[src/rtl/sevenseg_bank_if.sv]
// sevenseg_bank_if: bundles the load/data handshake, live display controls and
// the busy/done/segments outputs of sevenseg_bank.
// Optional build macro: SEVENSEG_BLINK_EN adds the blink input.
interface sevenseg_bank_if #(
    parameter int NUM_DIGITS = 6,
    parameter int DATA_W     = 20
);
    logic                    load;
    logic [DATA_W-1:0]       data;
    logic                    hex_mode;
    logic                    blank_lz;
    logic                    display_en;
`ifdef SEVENSEG_BLINK_EN
    logic                    blink;
`endif
    logic                    busy;
    logic                    done;
    logic [7*NUM_DIGITS-1:0] segments;

    // Driver side (score logic / testbench)
    modport master (
`ifdef SEVENSEG_BLINK_EN
        output blink,
`endif
        output load, data, hex_mode, blank_lz, display_en,
        input  busy, done, segments
    );

    // Display bank side
    modport slave (
`ifdef SEVENSEG_BLINK_EN
        input  blink,
`endif
        input  load, data, hex_mode, blank_lz, display_en,
        output busy, done, segments
    );
endinterface

[src/rtl/sevenseg_bank.sv]
// sevenseg_bank: multi-digit common-anode 7-segment driver. Converts a binary
// value to BCD with a one-bit-per-cycle double-dabble engine (or shows it raw
// in hex), with leading-zero blanking and an all-dash overflow indication.
// Optional build macro: SEVENSEG_BLINK_EN adds a blink input and blink timer.
module sevenseg_bank #(
    parameter int NUM_DIGITS = 6,
    parameter int DATA_W     = 20,
    parameter int BLINK_DIV  = 25000000
) (
    input  logic            clk,
    input  logic            rst,
    sevenseg_bank_if.slave  bus
);
    localparam int BCD_W = 4 * NUM_DIGITS;
    localparam int SEG_W = 7 * NUM_DIGITS;
    localparam int CNT_W = $clog2(DATA_W + 1);
    localparam logic [6:0] SEG_OFF  = 7'b111_1111;
    localparam logic [6:0] SEG_DASH = 7'b011_1111;

    function automatic logic [63:0] pow10(input int n);
        logic [63:0] p;
        p = 64'd1;
        for (int k = 0; k < n; k++) p = p * 64'd10;
        return p;
    endfunction

    localparam logic [63:0] DEC_LIMIT = pow10(NUM_DIGITS);

    // Glyph lookup, gfe_dcba, active-low. Decimal mode never produces
    // nibbles above 9; if it did, a dash is safer than a hex letter.
    function automatic logic [6:0] glyph(input logic [3:0] n, input logic hex);
        logic [6:0] g;
        case (n)
            4'h0: g = 7'b100_0000;
            4'h1: g = 7'b111_1001;
            4'h2: g = 7'b010_0100;
            4'h3: g = 7'b011_0000;
            4'h4: g = 7'b001_1001;
            4'h5: g = 7'b001_0010;
            4'h6: g = 7'b000_0010;
            4'h7: g = 7'b111_1000;
            4'h8: g = 7'b000_0000;
            4'h9: g = 7'b001_0000;
            4'hA: g = 7'b000_1000;
            4'hB: g = 7'b000_0011;
            4'hC: g = 7'b100_0110;
            4'hD: g = 7'b010_0001;
            4'hE: g = 7'b000_0110;
            default: g = 7'b000_1110;
        endcase
        if (!hex && n > 4'd9) g = SEG_DASH;
        return g;
    endfunction

    typedef enum logic [0:0] {S_IDLE, S_CONV} state_t;

    state_t             r_state;
    logic               r_busy;
    logic               r_done;
    logic               r_valid;     // something has been converted since reset
    logic               r_ovf;
    logic               r_hex;
    logic               r_ovf_pend;  // overflow of the value being converted
    logic [DATA_W-1:0]  r_shift;
    logic [BCD_W-1:0]   r_bcd;
    logic [BCD_W-1:0]   r_dig;
    logic [CNT_W-1:0]   r_cnt;
    logic [SEG_W-1:0]   r_seg;

    logic               w_accept;
    logic               w_last;
    logic               w_dec_ovf;
    logic               w_hex_ovf;
    logic               w_blink_off;
    logic [BCD_W-1:0]   w_bcd_adj;
    logic [BCD_W-1:0]   w_bcd_step;
    logic [BCD_W-1:0]   w_hex_dig;
    logic [BCD_W-1:0]   w_dig_nx;
    logic               w_ovf_nx;
    logic               w_hex_nx;
    logic               w_valid_nx;
    logic [NUM_DIGITS:0] w_zero_above;
    logic [SEG_W-1:0]   w_seg_nx;

    assign w_accept  = bus.load && (r_state == S_IDLE);
    assign w_last    = (r_state == S_CONV) && (r_cnt == CNT_W'(DATA_W - 1));
    assign w_dec_ovf = 64'(bus.data) >= DEC_LIMIT;

    // Hex digits are the low data nibbles; bits beyond the display flag overflow.
    generate
        if (DATA_W > BCD_W) begin : g_hex_wide
            assign w_hex_dig = bus.data[BCD_W-1:0];
            assign w_hex_ovf = |bus.data[DATA_W-1:BCD_W];
        end else if (DATA_W == BCD_W) begin : g_hex_exact
            assign w_hex_dig = bus.data;
            assign w_hex_ovf = 1'b0;
        end else begin : g_hex_narrow
            assign w_hex_dig = {{(BCD_W - DATA_W){1'b0}}, bus.data};
            assign w_hex_ovf = 1'b0;
        end
    endgenerate

    // Double-dabble correction: every BCD nibble >= 5 gets +3 before the shift.
    generate
        for (genvar gi = 0; gi < NUM_DIGITS; gi++) begin : g_adj
            assign w_bcd_adj[4*gi +: 4] = (r_bcd[4*gi +: 4] >= 4'd5) ?
                                          r_bcd[4*gi +: 4] + 4'd3 : r_bcd[4*gi +: 4];
        end
    endgenerate
    assign w_bcd_step = {w_bcd_adj[BCD_W-2:0], r_shift[DATA_W-1]};

    // Next value of the stored display state; changes only when done fires.
    always_comb begin
        w_dig_nx   = r_dig;
        w_ovf_nx   = r_ovf;
        w_hex_nx   = r_hex;
        w_valid_nx = r_valid;
        if (w_accept && bus.hex_mode) begin
            w_dig_nx   = w_hex_dig;
            w_ovf_nx   = w_hex_ovf;
            w_hex_nx   = 1'b1;
            w_valid_nx = 1'b1;
        end else if (w_last) begin
            w_dig_nx   = w_bcd_step;
            w_ovf_nx   = r_ovf_pend;
            w_hex_nx   = 1'b0;
            w_valid_nx = 1'b1;
        end
    end

    // Control FSM: accepts loads, runs the conversion, commits results.
    always_ff @(posedge clk or posedge rst) begin
        if (rst) begin
            r_state    <= S_IDLE;
            r_busy     <= 1'b0;
            r_done     <= 1'b0;
            r_valid    <= 1'b0;
            r_ovf      <= 1'b0;
            r_hex      <= 1'b0;
            r_ovf_pend <= 1'b0;
            r_shift    <= '0;
            r_bcd      <= '0;
            r_dig      <= '0;
            r_cnt      <= '0;
        end else begin
            r_done  <= 1'b0;
            r_dig   <= w_dig_nx;
            r_ovf   <= w_ovf_nx;
            r_hex   <= w_hex_nx;
            r_valid <= w_valid_nx;
            case (r_state)
                S_IDLE: begin
                    if (w_accept) begin
                        if (bus.hex_mode) begin
                            r_done <= 1'b1;
                        end else begin
                            r_shift    <= bus.data;
                            r_bcd      <= '0;
                            r_cnt      <= '0;
                            r_ovf_pend <= w_dec_ovf;
                            r_busy     <= 1'b1;
                            r_state    <= S_CONV;
                        end
                    end
                end
                S_CONV: begin
                    r_bcd   <= w_bcd_step;
                    r_shift <= r_shift << 1;
                    r_cnt   <= r_cnt + CNT_W'(1);
                    if (w_last) begin
                        r_busy  <= 1'b0;
                        r_done  <= 1'b1;
                        r_state <= S_IDLE;
                    end
                end
                default: r_state <= S_IDLE;
            endcase
        end
    end

`ifdef SEVENSEG_BLINK_EN
    localparam int BC_W = (BLINK_DIV > 1) ? $clog2(BLINK_DIV) : 1;
    logic [BC_W-1:0] r_blink_cnt;
    logic            r_phase;

    // Free-running blink timer; phase flips every BLINK_DIV cycles.
    always_ff @(posedge clk or posedge rst) begin
        if (rst) begin
            r_blink_cnt <= '0;
            r_phase     <= 1'b0;
        end else if (r_blink_cnt == BC_W'(BLINK_DIV - 1)) begin
            r_blink_cnt <= '0;
            r_phase     <= ~r_phase;
        end else begin
            r_blink_cnt <= r_blink_cnt + BC_W'(1);
        end
    end
    assign w_blink_off = bus.blink && r_phase;
`else
    logic w_unused_blink_div;
    assign w_unused_blink_div = (BLINK_DIV > 0);
    assign w_blink_off        = 1'b0;
`endif

    // Leading-zero detection: a digit is blankable if it and all above are zero.
    assign w_zero_above[NUM_DIGITS] = 1'b1;
    generate
        for (genvar gi = 0; gi < NUM_DIGITS; gi++) begin : g_seg
            logic w_lz_blank;
            assign w_zero_above[gi] = w_zero_above[gi+1] && (w_dig_nx[4*gi +: 4] == 4'd0);
            assign w_lz_blank = bus.blank_lz && !w_ovf_nx && (gi != 0) && w_zero_above[gi];
            assign w_seg_nx[7*gi +: 7] =
                (!bus.display_en || !w_valid_nx || w_blink_off) ? SEG_OFF  :
                w_ovf_nx                                        ? SEG_DASH :
                w_lz_blank                                      ? SEG_OFF  :
                glyph(w_dig_nx[4*gi +: 4], w_hex_nx);
        end
    endgenerate

    // Segment register: follows the committed digits in the same cycle as done.
    always_ff @(posedge clk or posedge rst) begin
        if (rst) r_seg <= '1;
        else     r_seg <= w_seg_nx;
    end

    assign bus.busy     = r_busy;
    assign bus.done     = r_done;
    assign bus.segments = r_seg;
endmodule

[src/flat_wrapper.sv]
// flat-port wrapper written by rule: the top's interface ports become plain ports
module sevenseg_bank_flat 
#(
    parameter int NUM_DIGITS = 6,
    parameter int DATA_W     = 20,
    parameter int BLINK_DIV  = 25000000
)
  (clk, rst, bus_load, bus_data, bus_hex_mode, bus_blank_lz, bus_display_en, bus_busy, bus_done, bus_segments);
  sevenseg_bank_if #(.NUM_DIGITS(NUM_DIGITS), .DATA_W(DATA_W)) bus_i ();
  input  logic clk;
  input  logic rst;
  input wire logic [$bits(bus_i.load)-1:0] bus_load;
  input wire logic [$bits(bus_i.data)-1:0] bus_data;
  input wire logic [$bits(bus_i.hex_mode)-1:0] bus_hex_mode;
  input wire logic [$bits(bus_i.blank_lz)-1:0] bus_blank_lz;
  input wire logic [$bits(bus_i.display_en)-1:0] bus_display_en;
  output wire logic [$bits(bus_i.busy)-1:0] bus_busy;
  output wire logic [$bits(bus_i.done)-1:0] bus_done;
  output wire logic [$bits(bus_i.segments)-1:0] bus_segments;
  assign bus_i.load = bus_load;
  assign bus_i.data = bus_data;
  assign bus_i.hex_mode = bus_hex_mode;
  assign bus_i.blank_lz = bus_blank_lz;
  assign bus_i.display_en = bus_display_en;
  assign bus_busy = bus_i.busy;
  assign bus_done = bus_i.done;
  assign bus_segments = bus_i.segments;
  sevenseg_bank #(.NUM_DIGITS(NUM_DIGITS), .DATA_W(DATA_W), .BLINK_DIV(BLINK_DIV)) u_core (.clk(clk), .rst(rst), .bus(bus_i));
endmodule
[config.mk]
export PLATFORM = sky130hd
export DESIGN_NAME = sevenseg_bank_flat
export DESIGN_NICKNAME = d
export VERILOG_FILES = /design/src/rtl/sevenseg_bank_if.sv /design/src/rtl/sevenseg_bank.sv /design/src/flat_wrapper.sv
export SDC_FILE = /design/constraint.sdc
export NUM_CORES = 1
export LEC_CHECK = 0
export BUFFER_PORTS_ARGS = -buffer_cell sky130_fd_sc_hd__buf_2
export CAP_MARGIN = 10
export CORE_ASPECT_RATIO = 1.5
export CORE_MARGIN = 2
export CORE_UTILIZATION = 35
export DETAILED_ROUTE_END_ITERATION = 7
export GPL_TIMING_DRIVEN = 0
export SLEW_MARGIN = 20
export SYNTH_ARGS = -nofsm -noshare
export SYNTH_HDL_FRONTEND = slang
export SYNTH_SLANG_ARGS = --single-unit
[constraint.sdc]
create_clock -name clk -period 6 [get_ports clk]
set_clock_uncertainty 0.05 [all_clocks]
set_input_delay 1.2 -clock clk [delete_from_list [all_inputs] [get_ports clk]]
set_output_delay 1.2 -clock clk [all_outputs]
set_load 0.05 [all_outputs]
Word level (Yosys, flattened, before mapping). Memories as Yosys holds them, arrays and structs flattened. Index checks and enable logic that the tools add are counted.

Output and inout port bits: 44. Bits of input ports: 26. Memory bits (read-only): 672. Flip-flop bits (word level): 122. Word-level logic and storage cells: 134. Memories kept: 6.

Multiplexer cells: 58. $add $sub $neg: 7. Reductions and logical operators: 32. Magnitude comparators: 13. Bitwise gates (word level): 2. Equality and inequality tests: 4.

Memory list: (name not given) (words 16, bits a word 7, rd ports 1, clocked after memory_dff 0, wr ports 0, line sevenseg_bank.sv:33) `case (n)`; (name not given) (words 16, bits a word 7, rd ports 1, clocked after memory_dff 0, wr ports 0, line sevenseg_bank.sv:33); (name not given) (words 16, bits a word 7, rd ports 1, clocked after memory_dff 0, wr ports 0, line sevenseg_bank.sv:33); (name not given) (words 16, bits a word 7, rd ports 1, clocked after memory_dff 0, wr ports 0, line sevenseg_bank.sv:33); (name not given) (words 16, bits a word 7, rd ports 1, clocked after memory_dff 0, wr ports 0, line sevenseg_bank.sv:33); (name not given) (words 16, bits a word 7, rd ports 1, clocked after memory_dff 0, wr ports 0, line sevenseg_bank.sv:33).

Operators by type and width (number): 2-to-1 mux 7 bit (23); 2-to-1 mux 24 bit (4); case mux 24 bit (2 select lines) (1); 2-to-1 mux 20 bit (2); case mux 20 bit (2 select lines) (1); greater-or-equal comparator 4 x 3 -> 1 bit, second input constant (6); > comparator 4 bit, second input constant (6); adder 4 x 2 -> 4 bit, second input constant (5); greater-or-equal comparator 20 bit, second input constant (1); logical NOT 4 bit (5); 2-to-1 mux 4 bit (5); logical AND 1 bit (19); 2-to-1 mux 1 bit (15); 2-to-1 mux 5 bit (2); case mux 5 bit (2 select lines) (1); case mux 1 bit (2 select lines) (3); AND reduction 3 bit (2); adder 5 x 1 -> 5 bit, second input constant (1); == test 5 bit, second input constant (1); logical NOT 1 bit (4); != test 2 bit, second input constant (2); adder 3 x 2 -> 3 bit, second input constant (1); 2-to-1 mux 3 bit (1); != test 2 x 1 -> 1 bit, second input constant (1); other kinds (3) (4).

Logic depth before layout (Yosys ltp). Gate-level depths: netlist of run 1.

Depth after elaboration: 13. Depth in mapped cells: 16. Depth with buffers taken out: 14.

Worst setup path before layout of run 1. No wires, ideal clock.

Kind: input to register. Start point: input port bus_hex_mode. End point: register u_core.r_seg[9], in the netlist u_core.bus.segments[9]. Data required time: 5.851 ns. Setup time: 0.099 ns. Slack: 1.879 ns. Buffers on the path: 2. Arrival time: 3.973 ns. Stages on the path: 12. Cells stage by stage: nand3b_1 clkbuf_1 and3_1 a21oi_1 ha_1 nand2_1 o41ai_1 nand2_1 or4_1 buf_2 o41a_1 o311ai_1.

Longest elaborated chain between the ends: 11. Elaborated cells between the ends (all ways): 27. Those cells by class: 1 x order compare; 8 x mux; 17 x reduce/logical; 1 x memory.

RTL lines: start: declaration (line flat_wrapper.sv:14) `input wire logic [$bits(bus_i.hex_mode)-1:0] bus_hex_mode;`; logical AND 1 bit * (line sevenseg_bank.sv:118) `if (w_accept && bus.hex_mode) begin`; branches (longest 9 deep; another with memory read (16 x 7 bit)); 2-to-1 mux 7 bit * (line sevenseg_bank.sv:213) `(!bus.display_en || !w_valid_nx || w_blink_off) ? SEG_OFF :`; net u_core.w_seg_nx[9] (line sevenseg_bank.sv:83) `logic [SEG_W-1:0] w_seg_nx;`; end signal: assignment (line sevenseg_bank.sv:223) `else r_seg <= w_seg_nx;`; end: declaration (line sevenseg_bank.sv:68) `logic [SEG_W-1:0] r_seg;`.

Mark *: on every way through the listed nets, which the timed path passes. A chain may end at the register's enable or synchronous reset.

Worst setup path in the final report of run 1.
Start point: register u_core.r_cnt[0]. End point: register u_core.r_seg[9], in the netlist u_core.bus.segments[9].

Longest elaborated chain between the ends: 13. Elaborated cells between the ends (all ways): 32. Those cells by class: 1 x order compare; 1 x eq/ne; 12 x mux; 17 x reduce/logical; 1 x memory.

RTL lines: start: declaration (line sevenseg_bank.sv:67) `logic [CNT_W-1:0] r_cnt;`; start signal: assignment (line sevenseg_bank.sv:169) `r_cnt <= r_cnt + CNT_W'(1);`; == test 5 bit * (line sevenseg_bank.sv:86) `assign w_last = (r_state == S_CONV) && (r_cnt == CNT_W'(DATA_W - 1));`; logical AND 1 bit * (line sevenseg_bank.sv:86); branches (longest 10 deep; another with memory read (16 x 7 bit)); 2-to-1 mux 7 bit * (line sevenseg_bank.sv:213); net u_core.w_seg_nx[9] (line sevenseg_bank.sv:83).

Marked as above.

==> impl_metrics.csv, run 1 <==
group,metric,value,unit
clock_network,clock_tree.root_cell,"sky130_fd_sc_hd__clkbuf_16",
outcome,run_status,"finished, final reports clean",
synth,synth_top_area_share,0.295,
setup_path,rrSetupSlack,0.80,ns
die,core_area,19100,um^2
finish,layout-drive-gt1-share,0.201,
setup_path,cp.required,6.26,ns
clock_network,cts_tree,"built",
synth,yosys_register_bits,122,
clock_network,post_cts.repair.setup_buffers,0,
setup_path,worst-setup-path-type,"register to register",
routing,ant_nets,0,
setup_path,cp_max_fo,10,
flow_run,max_cap_viol_count,0,
grt,number_of_global_route_vias_before_repair,5584,
setup_path,critical_path.startpoint_type,"register",
finish,utilization,0.423,
place,buffer_ports.inserted,69,
synth,synth_async_sr_flop_share,1.00,
setup_path,timing.rr.start,"u_core.r_cnt[0]",
synth,synth.largest_area_cell,"sky130_fd_sc_hd__dfrtp_1",
setup_path,timing.rr.end,"u_core.bus.segments[9]",
sta,setup-tns-final,0,ns
finish,finalNetCount,864,
die,count_of_boundary_i_o_pins,70,
sta,setup_viol,0,
die,start_util,0.356,
die,floorplan.die.width,118,um
sta,post-route-period-util,0.867,
sta,hold_violations,0,
pwr,power.ir.vdd_worst,0.273,mV
clock_network,cts_buffer_depth,2,
die,fp.dieH,175,um
synth,yosys_warnings,0,
sta,max_slew_margin,0.248,
grt,global_route_wire_length_before_repair,30.4,mm
pwr,final_total_power,5.29,mW
finish,layout.cell_area.non_filler,8080,um^2
routing,viasPerCell,5.32,
routing,detail_route.drc_violations,0,
synth,count_of_unique_library_cells_instantiated_by_yosys,65,
synth,synth_sequential_area_ratio,0.457,
clock_network,tritoncts_num_sinks,122,
hold_path,worstHoldEndpoint,"u_core.r_valid",
synth,syn_area_per_cell,9.64,um^2
synth,synth_top_flop_cell,"sky130_fd_sc_hd__dfrtp_1",
place,gp_routability_congestion,0.880,
die,die-area,20600,um^2
sta,worstMarginPinSlew,1.12,ns
grt,overflow,0,
grt,grt_max_degree,72,
routing,initialDrtViolationCount,328,
sta,grt_setup_unrepaired,"no",
grt,grt_use_total,0.188,
finish,antenna_cells,0,
sta,fin_worst_hold_slack,0.431,ns
grt,antenna_found_initial,0,
routing,wl_per_cell,17.8,um
routing,routed_wirelength,19.0,mm
setup_path,cp.arrival,5.46,ns
setup_path,reg2reg_depth,15,
setup_path,setup.worst_path.end_class,"register",
routing,dr.pass1.iters,7,
clock_network,clkTransAtPathRegs,0.06,ns
pwr,leakagePower,3.61,nW
synth,postSynthCellCount,705,
hold_path,min_path_type,"register to register",
routing,num_vias,5650,
place,dp_hpwl,13.9,mm
synth,netlist_top_cells_area,"sky130_fd_sc_hd__dfrtp_1 29%, sky130_fd_sc_hd__dfstp_2 16%, sky130_fd_sc_hd__ha_1 8.1%",
clock_network,h_tree_level_count,4,
hold_path,hold_path_startpoint,"u_core.r_valid",
place,dpl-instance-area,7490,um^2
clock_network,holdBufCountCts,0,
hold_path,worstHoldPathCells,2,
synth,synth_enable_flop_cells,0,
pwr,power.density,654,nW/um^2
sta,maxSlewViolCount,0,
synth,post_syn_nets,775,
sta,finalWorstPathRequiredPeriod,5.20,ns
finish,mostFrequentLayoutCells,"103 x sky130_fd_sc_hd__nand2_1, 80 x sky130_fd_sc_hd__dfrtp_1, 72 x sky130_fd_sc_hd__buf_2",
clock_network,clk_latency,0.42,ns
synth,netlist_area,6800,um^2
finish,syn_to_final_growth,18.9,%
die,rows,62,
clock_network,tritoncts_buffer_count,17,
finish,final_common_cell,"sky130_fd_sc_hd__nand2_1",
clock_network,postCtsResizedCells,0,
sta,clock.fmax,192,MHz
[stage by stage]
stage | std cells | worst slack (ns)
final | 1063 | 0.800
after CTS | 1063 | 0.786
after global placement | 1030 | 0.0139
after global routing | 1063 | 0.503
after detailed placement | 1031 | 0.854
after floorplan | 705 | 1.58
[layer usage]
layer  wire length, um  vias to the layer above  GRT usage
li1                  -                     2702          -
met1              8030                     2792      0.232
met2              9800                      120      0.328
met3               595                       36     0.0294
met4               534                        0     0.0738
met5                 0                        -          0
[worst max-delay path, stage by stage (launching register included)]
cell,delay (ns)
sky130_fd_sc_hd__dfrtp_1,0.41
sky130_fd_sc_hd__ha_1,0.25
sky130_fd_sc_hd__and4bb_2,0.30
sky130_fd_sc_hd__and2_1,0.17
sky130_fd_sc_hd__buf_2,0.15
sky130_fd_sc_hd__clkbuf_1,0.29
sky130_fd_sc_hd__buf_1,0.44
sky130_fd_sc_hd__a21oi_1,0.43
sky130_fd_sc_hd__ha_1,0.33
sky130_fd_sc_hd__nand2_1,0.12
sky130_fd_sc_hd__o41ai_1,0.59
sky130_fd_sc_hd__nand2_1,0.17
sky130_fd_sc_hd__or4_1,0.52
sky130_fd_sc_hd__buf_2,0.20
sky130_fd_sc_hd__o41a_1,0.52
sky130_fd_sc_hd__o311ai_1,0.14
[cell usage after synthesis, drive strengths merged (3+ instances only)]
cell type	n
nand2	103
dfrtp	80
o21ai	55
inv	46
ha	44
dfstp	42
a21oi	40
mux2i	36
clkbuf	25
nor2	25
nand3	17
o211ai	14
o221ai	14
o22ai	13
buf	12
o31ai	11
xnor2	10
nand2b	9
nor3b	9
a221o	7
a22o	7
a22oi	7
nor3	7
mux2	6
a21boi	4
and2	4
and3	4
o311ai	4
a31oi	3
clkinv	3
nor4	3
o21a	3
o21bai	3
or3	3
[sequential cells by signal (all words and copies together) (netlist names)]
register	cells
u_core.r_shift	20
u_core.bus.busy	1
u_core.r_cnt	5
u_core.r_ovf	1
u_core.r_dig	24
u_core.r_ovf_pend	1
u_core.r_valid	1
u_core.bus.segments	42
u_core.bus.done	1
u_core.r_bcd	24
u_core.r_state	1
u_core.r_hex	1
[power by group]
part           total [mW]  internal, mW  switching, mW
Combinational        2.81         0.927           1.89
Clock                1.03         0.651          0.378
Sequential           1.44          1.26          0.180
[logic make-up after synthesis]
kind of cell               after synthesis  synth area share
buffers and inverters                   86            0.0501
xor gates and xnor gates                10            0.0129
AOI/OAI and AO/OA                      204             0.200
muxes                                   43            0.0663
DFF                                    122             0.457
and+or+nand+nor                        196             0.133
adders and majority gates               44            0.0810
[layout make-up]
cell class / count / area [um^2]
well taps: 256 / 320
flip-flops and latches: 122 / 3110
inverters: 49 / 191
clock buffers: 20 / 437
fillers: 1954 / 11000
clock inverters: 12 / 151
plain buffers: 37 / 154
multi-input cells: 497 / 3350
repair buffers: 70 / 373
[how the worst max path moves through the flow]
| stage | to | depth (start not counted) | slack [ns] | from |
|---|---|---|---|---|
| after floorplan | u_core.bus.busy | 1 | 1.58 | rst |
| after global placement | u_core.bus.done | 2 | 0.01 | rst |
| after global routing | u_core.bus.segments[8] | 15 | 0.50 | u_core.r_cnt[0] |
| after CTS | u_core.bus.segments[9] | 15 | 0.79 | u_core.r_cnt[0] |
| after detailed placement | u_core.bus.segments[9] | 15 | 0.85 | u_core.r_cnt[0] |
| final | u_core.bus.segments[9] | 15 | 0.80 | u_core.r_cnt[0] |
No activity file was read; power rests on OpenSTA's default activity.
==> run 2: changes to the inputs <==
Settings changed: ABC_AREA from default to 1.
==> run 2 against run 1 <==
  * Die area up 2.6%
  * Non-clock buffer count down 18
  * Final area up 2.3%
  * Combinational power up 8.5%
  * Total power up 3.6%
  * Setup slack better by 1.8 ns
  * Global-route usage down 0.11 points
  * Clock power about the same
  * Hold slack worse by 0.027 ns
  * Via count up 6.4%
  * Critical path depth up 1
  * Synthesized area up 2.7%
  * Critical path type unchanged
==> impl_metrics.csv, run 2 <==
group,metric,value,unit
outcome,run_status,"finished, final reports clean",
clock_network,tritoncts_buffer_count,17,
grt,global_route_wire_length_before_repair,30.4,mm
synth,synth_top_area_share,0.287,
pwr,leakagePower,4.01,nW
sta,post-route-period-util,0.558,
routing,routed_wirelength,18.8,mm
clock_network,postCtsResizedCells,0,
finish,finalNetCount,994,
finish,antenna_cells,0,
finish,layout.cell_area.non_filler,8270,um^2
routing,wl_per_cell,15.7,um
place,dpl-instance-area,7680,um^2
setup_path,cp_max_fo,10,
clock_network,cts_tree,"built",
die,core_area,19700,um^2
clock_network,clk_latency,0.42,ns
sta,hold_violations,0,
finish,syn_to_final_growth,18.4,%
place,buffer_ports.inserted,69,
place,gp_routability_congestion,0.895,
clock_network,cts_buffer_depth,2,
finish,layout.cells.non_filler,1197,
synth,post-synth-top-count-cell,"sky130_fd_sc_hd__nand2_1",
synth,synth_async_sr_flop_share,1.00,
synth,synth_enable_flop_cells,0,
place,dp_hpwl,13.7,mm
synth,postSynthCellCount,835,
synth,synth.largest_area_cell,"sky130_fd_sc_hd__dfrtp_1",
place,dp_cells,1165,
setup_path,timing.rr.start,"u_core.r_cnt[0]",
setup_path,setup.worst_path.end_class,"register",
grt,overflow,0,
synth,netlist_top_cells_area,"sky130_fd_sc_hd__dfrtp_1 29%, sky130_fd_sc_hd__dfstp_2 16%, sky130_fd_sc_hd__nand2_1 12%",
setup_path,critical_path.startpoint_type,"register",
synth,syn_area_per_cell,8.36,um^2
synth,synth_top_flop_cell,"sky130_fd_sc_hd__dfrtp_1",
synth,post_syn_nets,905,
setup_path,worst-setup-path-type,"register to register",
clock_network,post_cts.repair.setup_buffers,0,
routing,ant_nets,0,
clock_network,clkTransAtPathRegs,0.06,ns
sta,grt_setup_unrepaired,"no",
finish,mostFrequentLayoutCells,"216 x sky130_fd_sc_hd__nand2_1, 103 x sky130_fd_sc_hd__inv_1, 80 x sky130_fd_sc_hd__dfrtp_1",
die,floorplan.die.width,119,um
sta,finalWorstPathRequiredPeriod,3.35,ns
grt,antenna_found_initial,0,
synth,synth_sequential_area_ratio,0.445,
sta,setup_viol,0,
setup_path,timing.rr.end,"u_core.bus.segments[21]",
sta,worstMarginPinSlew,0.694,ns
routing,initialDrtViolationCount,440,
routing,viasPerCell,5.02,
grt,grt_max_degree,72,
routing,detail_route.drc_violations,0,
synth,netlist_top_cells_count,"216 x sky130_fd_sc_hd__nand2_1, 104 x sky130_fd_sc_hd__inv_1, 80 x sky130_fd_sc_hd__dfrtp_1",
finish,layout-drive-gt1-share,0.231,
synth,yosys_warnings,0,
sta,max_slew_margin,0.537,
synth,count_of_unique_library_cells_instantiated_by_yosys,41,
setup_path,endpoint,"u_core.bus.segments[21]",
routing,num_vias,6014,
sta,clock.fmax,298,MHz
clock_network,tritoncts_num_sinks,122,
routing,dr.pass1.iters,5,
die,die-area,21100,um^2
setup_path,worst_setup_path_startpoint,"u_core.r_cnt[0]",
die,start_util,0.354,
pwr,final_total_power,5.48,mW
die,rows,63,
synth,yosys_register_bits,122,
clock_network,holdBufCountCts,0,
die,fp.dieH,177,um
pwr,power.ir.vdd_worst,0.239,mV
setup_path,cp.required,6.30,ns
clock_network,h_tree_level_count,4,
pwr,power.density,663,nW/um^2
sta,setup-tns-final,0,ns
setup_path,rrSetupSlack,2.65,ns
clock_network,clock_tree.root_cell,"sky130_fd_sc_hd__clkbuf_16",
grt,grt_use_total,0.187,
synth,netlist_area,6980,um^2
finish,largest_register_ff_count,42,
sta,maxSlewViolCount,0,
hold_path,min_path_type,"register to register",
finish,fill_cells,2036,
setup_path,cp.arrival,3.65,ns
flow_run,max_cap_viol_count,0,
finish,final_common_cell,"sky130_fd_sc_hd__nand2_1",
setup_path,reg2reg_depth,16,
die,count_of_boundary_i_o_pins,70,
grt,number_of_global_route_vias_before_repair,5992,
run 2: cell types whose count changed after synthesis, sizes merged, moves of 12 or more:
cell / before / now
nand3: 17 / 84
mux2i: 36 / 0
nand4: 2 / 14
o22ai: 13 / 27
nor2: 25 / 50
a21oi: 40 / 26
clkbuf: 25 / 8
inv: 46 / 114
nand2: 103 / 231
run 2: how the worst min path moves through the flow:
| stage | depth (start not counted) | start | endpoint |
|---|---|---|---|
| floorplan | 1 | u_core.r_valid | u_core.r_valid |
| global placement | 1 | u_core.r_valid | u_core.r_valid |
| detailed placement | 1 | u_core.r_valid | u_core.r_valid |
| CTS | 1 | u_core.r_valid | u_core.r_valid |
| global route | 1 | u_core.r_valid | u_core.r_valid |
| finish | 1 | u_core.r_valid | u_core.r_valid |
run 2: worst max-delay path: stages (launching register included):
cell,delay (ns)
sky130_fd_sc_hd__dfrtp_1,0.40
sky130_fd_sc_hd__ha_1,0.25
sky130_fd_sc_hd__nand2_1,0.08
sky130_fd_sc_hd__nor2_1,0.05
sky130_fd_sc_hd__nand2_2,0.17
sky130_fd_sc_hd__clkbuf_1,0.56
sky130_fd_sc_hd__o22ai_1,0.38
sky130_fd_sc_hd__inv_1,0.17
sky130_fd_sc_hd__ha_1,0.18
sky130_fd_sc_hd__inv_1,0.07
sky130_fd_sc_hd__nor2_2,0.17
sky130_fd_sc_hd__nand2_2,0.15
sky130_fd_sc_hd__nor2_8,0.24
sky130_fd_sc_hd__nand2_2,0.08
sky130_fd_sc_hd__nand2_1,0.13
sky130_fd_sc_hd__inv_2,0.06
sky130_fd_sc_hd__nand3_1,0.09
run 2: area by class of cell:
cell class	instances	area (um^2)	share of cell area
plain buffers	19	109	0.0132
multi-input cells	577	3320	0.402
clock inverters	14	145	0.0176
well taps	260	325	0.0393
flip-flops and latches	122	3110	0.376
clock buffers	18	439	0.0531
repair buffers	70	373	0.0451
inverters	117	449	0.0543
run 2: cells by family (layout without fill, tap and decap cells):
family	Yosys count	count (layout)	synth area share
XOR/XNOR	5	5	0.00627
flip-flops	122	122	0.445
AND/OR/NAND/NOR	389	389	0.269
AO/OA/AOI/OAI	139	139	0.122
adder cells (fa/ha/maj)	44	44	0.0789
buffers and inverters	136	238	0.0792
run 2: where the power goes:
part           internal, mW  total (mW)  switching, mW
clock                 0.622        1.01          0.388
sequential             1.28        1.42          0.145
combinational         0.889        3.05           2.16
run 2: per-stage QoR:
| stage | worst slack, ns | hold WS [ns] | utilization |
|---|---|---|---|
| final | 2.65 | 0.404 | 0.420 |
| after global routing | 2.40 | 0.442 | 0.420 |
| after detailed placement | 2.36 | 0.390 | 0.390 |
| after floorplan | 1.58 | 0.376 | - |
| after global placement | 0.0440 | 0.384 | 0.388 |
| after CTS | 2.65 | 0.404 | 0.420 |
run 2: per-layer routing:
metal | up-vias | wire length [um] | global-route usage
met5 | - | 0 | 0
met1 | 2900 | 7770 | 0.220
li1 | 2932 | - | -
met4 | 0 | 589 | 0.0897
met2 | 149 | 9630 | 0.331
met3 | 33 | 800 | 0.0303
==> run 3: changes to the inputs <==
Clock period 6 ns to 2.8 ns, I/O delays scaled along.
==> run 3 against run 2 <==
  * Global-route usage fell by 0.14 points
  * Fmax rose by 25%
  * Setup slack got worse by 2.5 ns
  * Sequential power rose by 110%
  * Clock-buffer cell count rose by 1
  * Combinational power rose by 130%
  * Sequential share of layout area fell by 1.3 points
  * Final cell count rose by 1.3%
  * Routed wire length rose by 0.57%
==> impl_metrics.csv, run 3 (synthesized netlist as in run 2, its figures left out) <==
group,metric,value,unit
outcome,run_status,"finished, final reports clean",
place,gp_routability_congestion,0.914,
grt,overflow,0,
clock_network,tritoncts_buffer_count,17,
die,rows,63,
pwr,power.ir.vdd_worst,0.546,mV
finish,antenna_cells,0,
sta,setup_viol,0,
die,count_of_boundary_i_o_pins,70,
sta,finalWorstPathRequiredPeriod,2.67,ns
flow_run,max_cap_viol_count,0,
clock_network,tritoncts_num_sinks,122,
pwr,power.density,1430,nW/um^2
routing,initialDrtViolationCount,376,
setup_path,cp.required,3.10,ns
die,floorplan.die.width,119,um
setup_path,reg2reg_depth,17,
finish,final_common_cell,"sky130_fd_sc_hd__nand2_1",
grt,number_of_global_route_vias_before_repair,6003,
clock_network,clk_latency,0.42,ns
sta,worstMarginPinSlew,0.722,ns
sta,hold_violations,0,
pwr,final_total_power,12.2,mW
routing,wl_per_cell,15.6,um
routing,ant_nets,0,
die,core_area,19700,um^2
setup_path,worst-setup-path-type,"register to register",
setup_path,timing.rr.start,"u_core.r_bcd[20]",
die,die-area,21100,um^2
sta,maxSlewViolCount,0,
clock_network,holdBufCountCts,0,
routing,detail_route.drc_violations,0,
routing,dr.pass1.iters,7,
routing,routed_wirelength,18.9,mm
hold_path,min_path_type,"primary input to async pin",
finish,register_area,3110,um^2
finish,area_of_the_multi_input_gates,3430,um^2
setup_path,timing.rr.end,"u_core.bus.segments[21]",
setup_path,setup.worst_path.end_class,"register",
finish,layout.cells.non_filler,1213,
clock_network,cts_tree,"built",
place,dp_cells,1167,
finish,largest_register_ff_count,42,
grt,grt_use_total,0.185,
finish,mostFrequentLayoutCells,"216 x sky130_fd_sc_hd__nand2_1, 100 x sky130_fd_sc_hd__inv_1, 80 x sky130_fd_sc_hd__dfrtp_1",
place,dp_hpwl,13.8,mm
setup_path,critical_path.startpoint_type,"register",
clock_network,clkTransAtPathRegs,0.06,ns
die,start_util,0.354,
grt,antenna_found_initial,0,
sta,max_slew_margin,0.518,
clock_network,h_tree_level_count,4,
pwr,leakagePower,4.12,nW
die,fp.dieH,177,um
place,placement.setup.worst_slack,-0.547,ns
routing,num_vias,6123,
finish,fill_cells,2011,
routing,viasPerCell,5.05,
setup_path,cp.arrival,2.98,ns
finish,utilization,0.434,
setup_path,rrSetupSlack,0.13,ns
place,buffer_ports.inserted,69,
sta,setup_ws,0.128,ns
clock_network,clock_tree.root_cell,"sky130_fd_sc_hd__clkbuf_16",
finish,syn_to_final_growth,22.6,%
sta,clock.fmax,374,MHz
finish,finalNetCount,1010,
sta,fin_worst_hold_slack,0.213,ns
grt,global_route_wire_length_before_repair,30.2,mm
grt,grt_max_degree,33,
sta,post-route-period-util,0.954,
setup_path,cp_max_fo,5,
finish,layout-drive-gt1-share,0.267,
clock_network,cts_buffer_depth,2,
==> run 3: worst max path at each step <==
stage	slack, ns	startpoint	end
floorplan	0.31	u_core.r_cnt[0]	u_core.bus.segments[22]
global placement	-0.56	u_core.r_cnt[0]	u_core.bus.segments[21]
detailed placement	-0.55	u_core.r_cnt[0]	u_core.bus.segments[21]
CTS	-0.001	u_core.r_cnt[0]	u_core.bus.segments[21]
global route	-0.05	u_core.r_bcd[20]	u_core.bus.segments[21]
finish	0.13	u_core.r_bcd[20]	u_core.bus.segments[21]
==> run 3: final cells by class <==
class / instances / area share
repair buffers: 86 / 0.0597
well taps: 260 / 0.0380
clock inverters: 13 / 0.0195
clock buffers: 19 / 0.0529
flip-flops and latches: 122 / 0.363
multi-input cells: 577 / 0.401
plain buffers: 19 / 0.0139
inverters: 117 / 0.0524
==> run 3: per-stage QoR <==
stage	instance area [um^2]	TNS [ns]
4_1_cts	8400	-0.00141
3_5_place_dp	7710	-15.68
2_1_floorplan	6980	0
3_3_place_gp	7650	-25.10
6_report	8560	0
5_1_grt	8560	-0.267
==> run 3: critical path, cell delays in order (launching register included) <==
cell	delay [ns]
sky130_fd_sc_hd__dfrtp_1	0.39
sky130_fd_sc_hd__inv_2	0.10
sky130_fd_sc_hd__ha_2	0.18
sky130_fd_sc_hd__inv_1	0.04
sky130_fd_sc_hd__nand2_1	0.11
sky130_fd_sc_hd__nand3_2	0.12
sky130_fd_sc_hd__xor2_2	0.27
sky130_fd_sc_hd__o22ai_4	0.14
sky130_fd_sc_hd__inv_1	0.10
sky130_fd_sc_hd__ha_1	0.18
sky130_fd_sc_hd__inv_1	0.09
sky130_fd_sc_hd__nor2_4	0.16
sky130_fd_sc_hd__nand2_4	0.11
sky130_fd_sc_hd__nor2_8	0.20
sky130_fd_sc_hd__nand2_2	0.07
sky130_fd_sc_hd__nand2_1	0.13
sky130_fd_sc_hd__inv_2	0.06
sky130_fd_sc_hd__nand3_1	0.09
==> run 3: per-layer routing <==
layer	track usage	wire, um	vias up
met3	0.0345	717	43
met4	0.109	842	0
li1	-	-	2965
met5	0	0	-
met1	0.214	7730	2966
met2	0.319	9600	149
==> run 3: what timing repair did <==
| action | 4_1_cts | 5_1_grt |
|---|---|---|
| gates resized for setup | 13 | 20 |
| endpoints found under the setup margin | 41 | 41 |
| pin swaps | 3 | 7 |
| buffers inserted | 2 | 12 |
==> run 3: report_power, final <==
group	internal, mW	switching [mW]
clock network	1.45	0.831
logic	2.10	4.78
registers	2.73	0.312
total	6.29	5.92
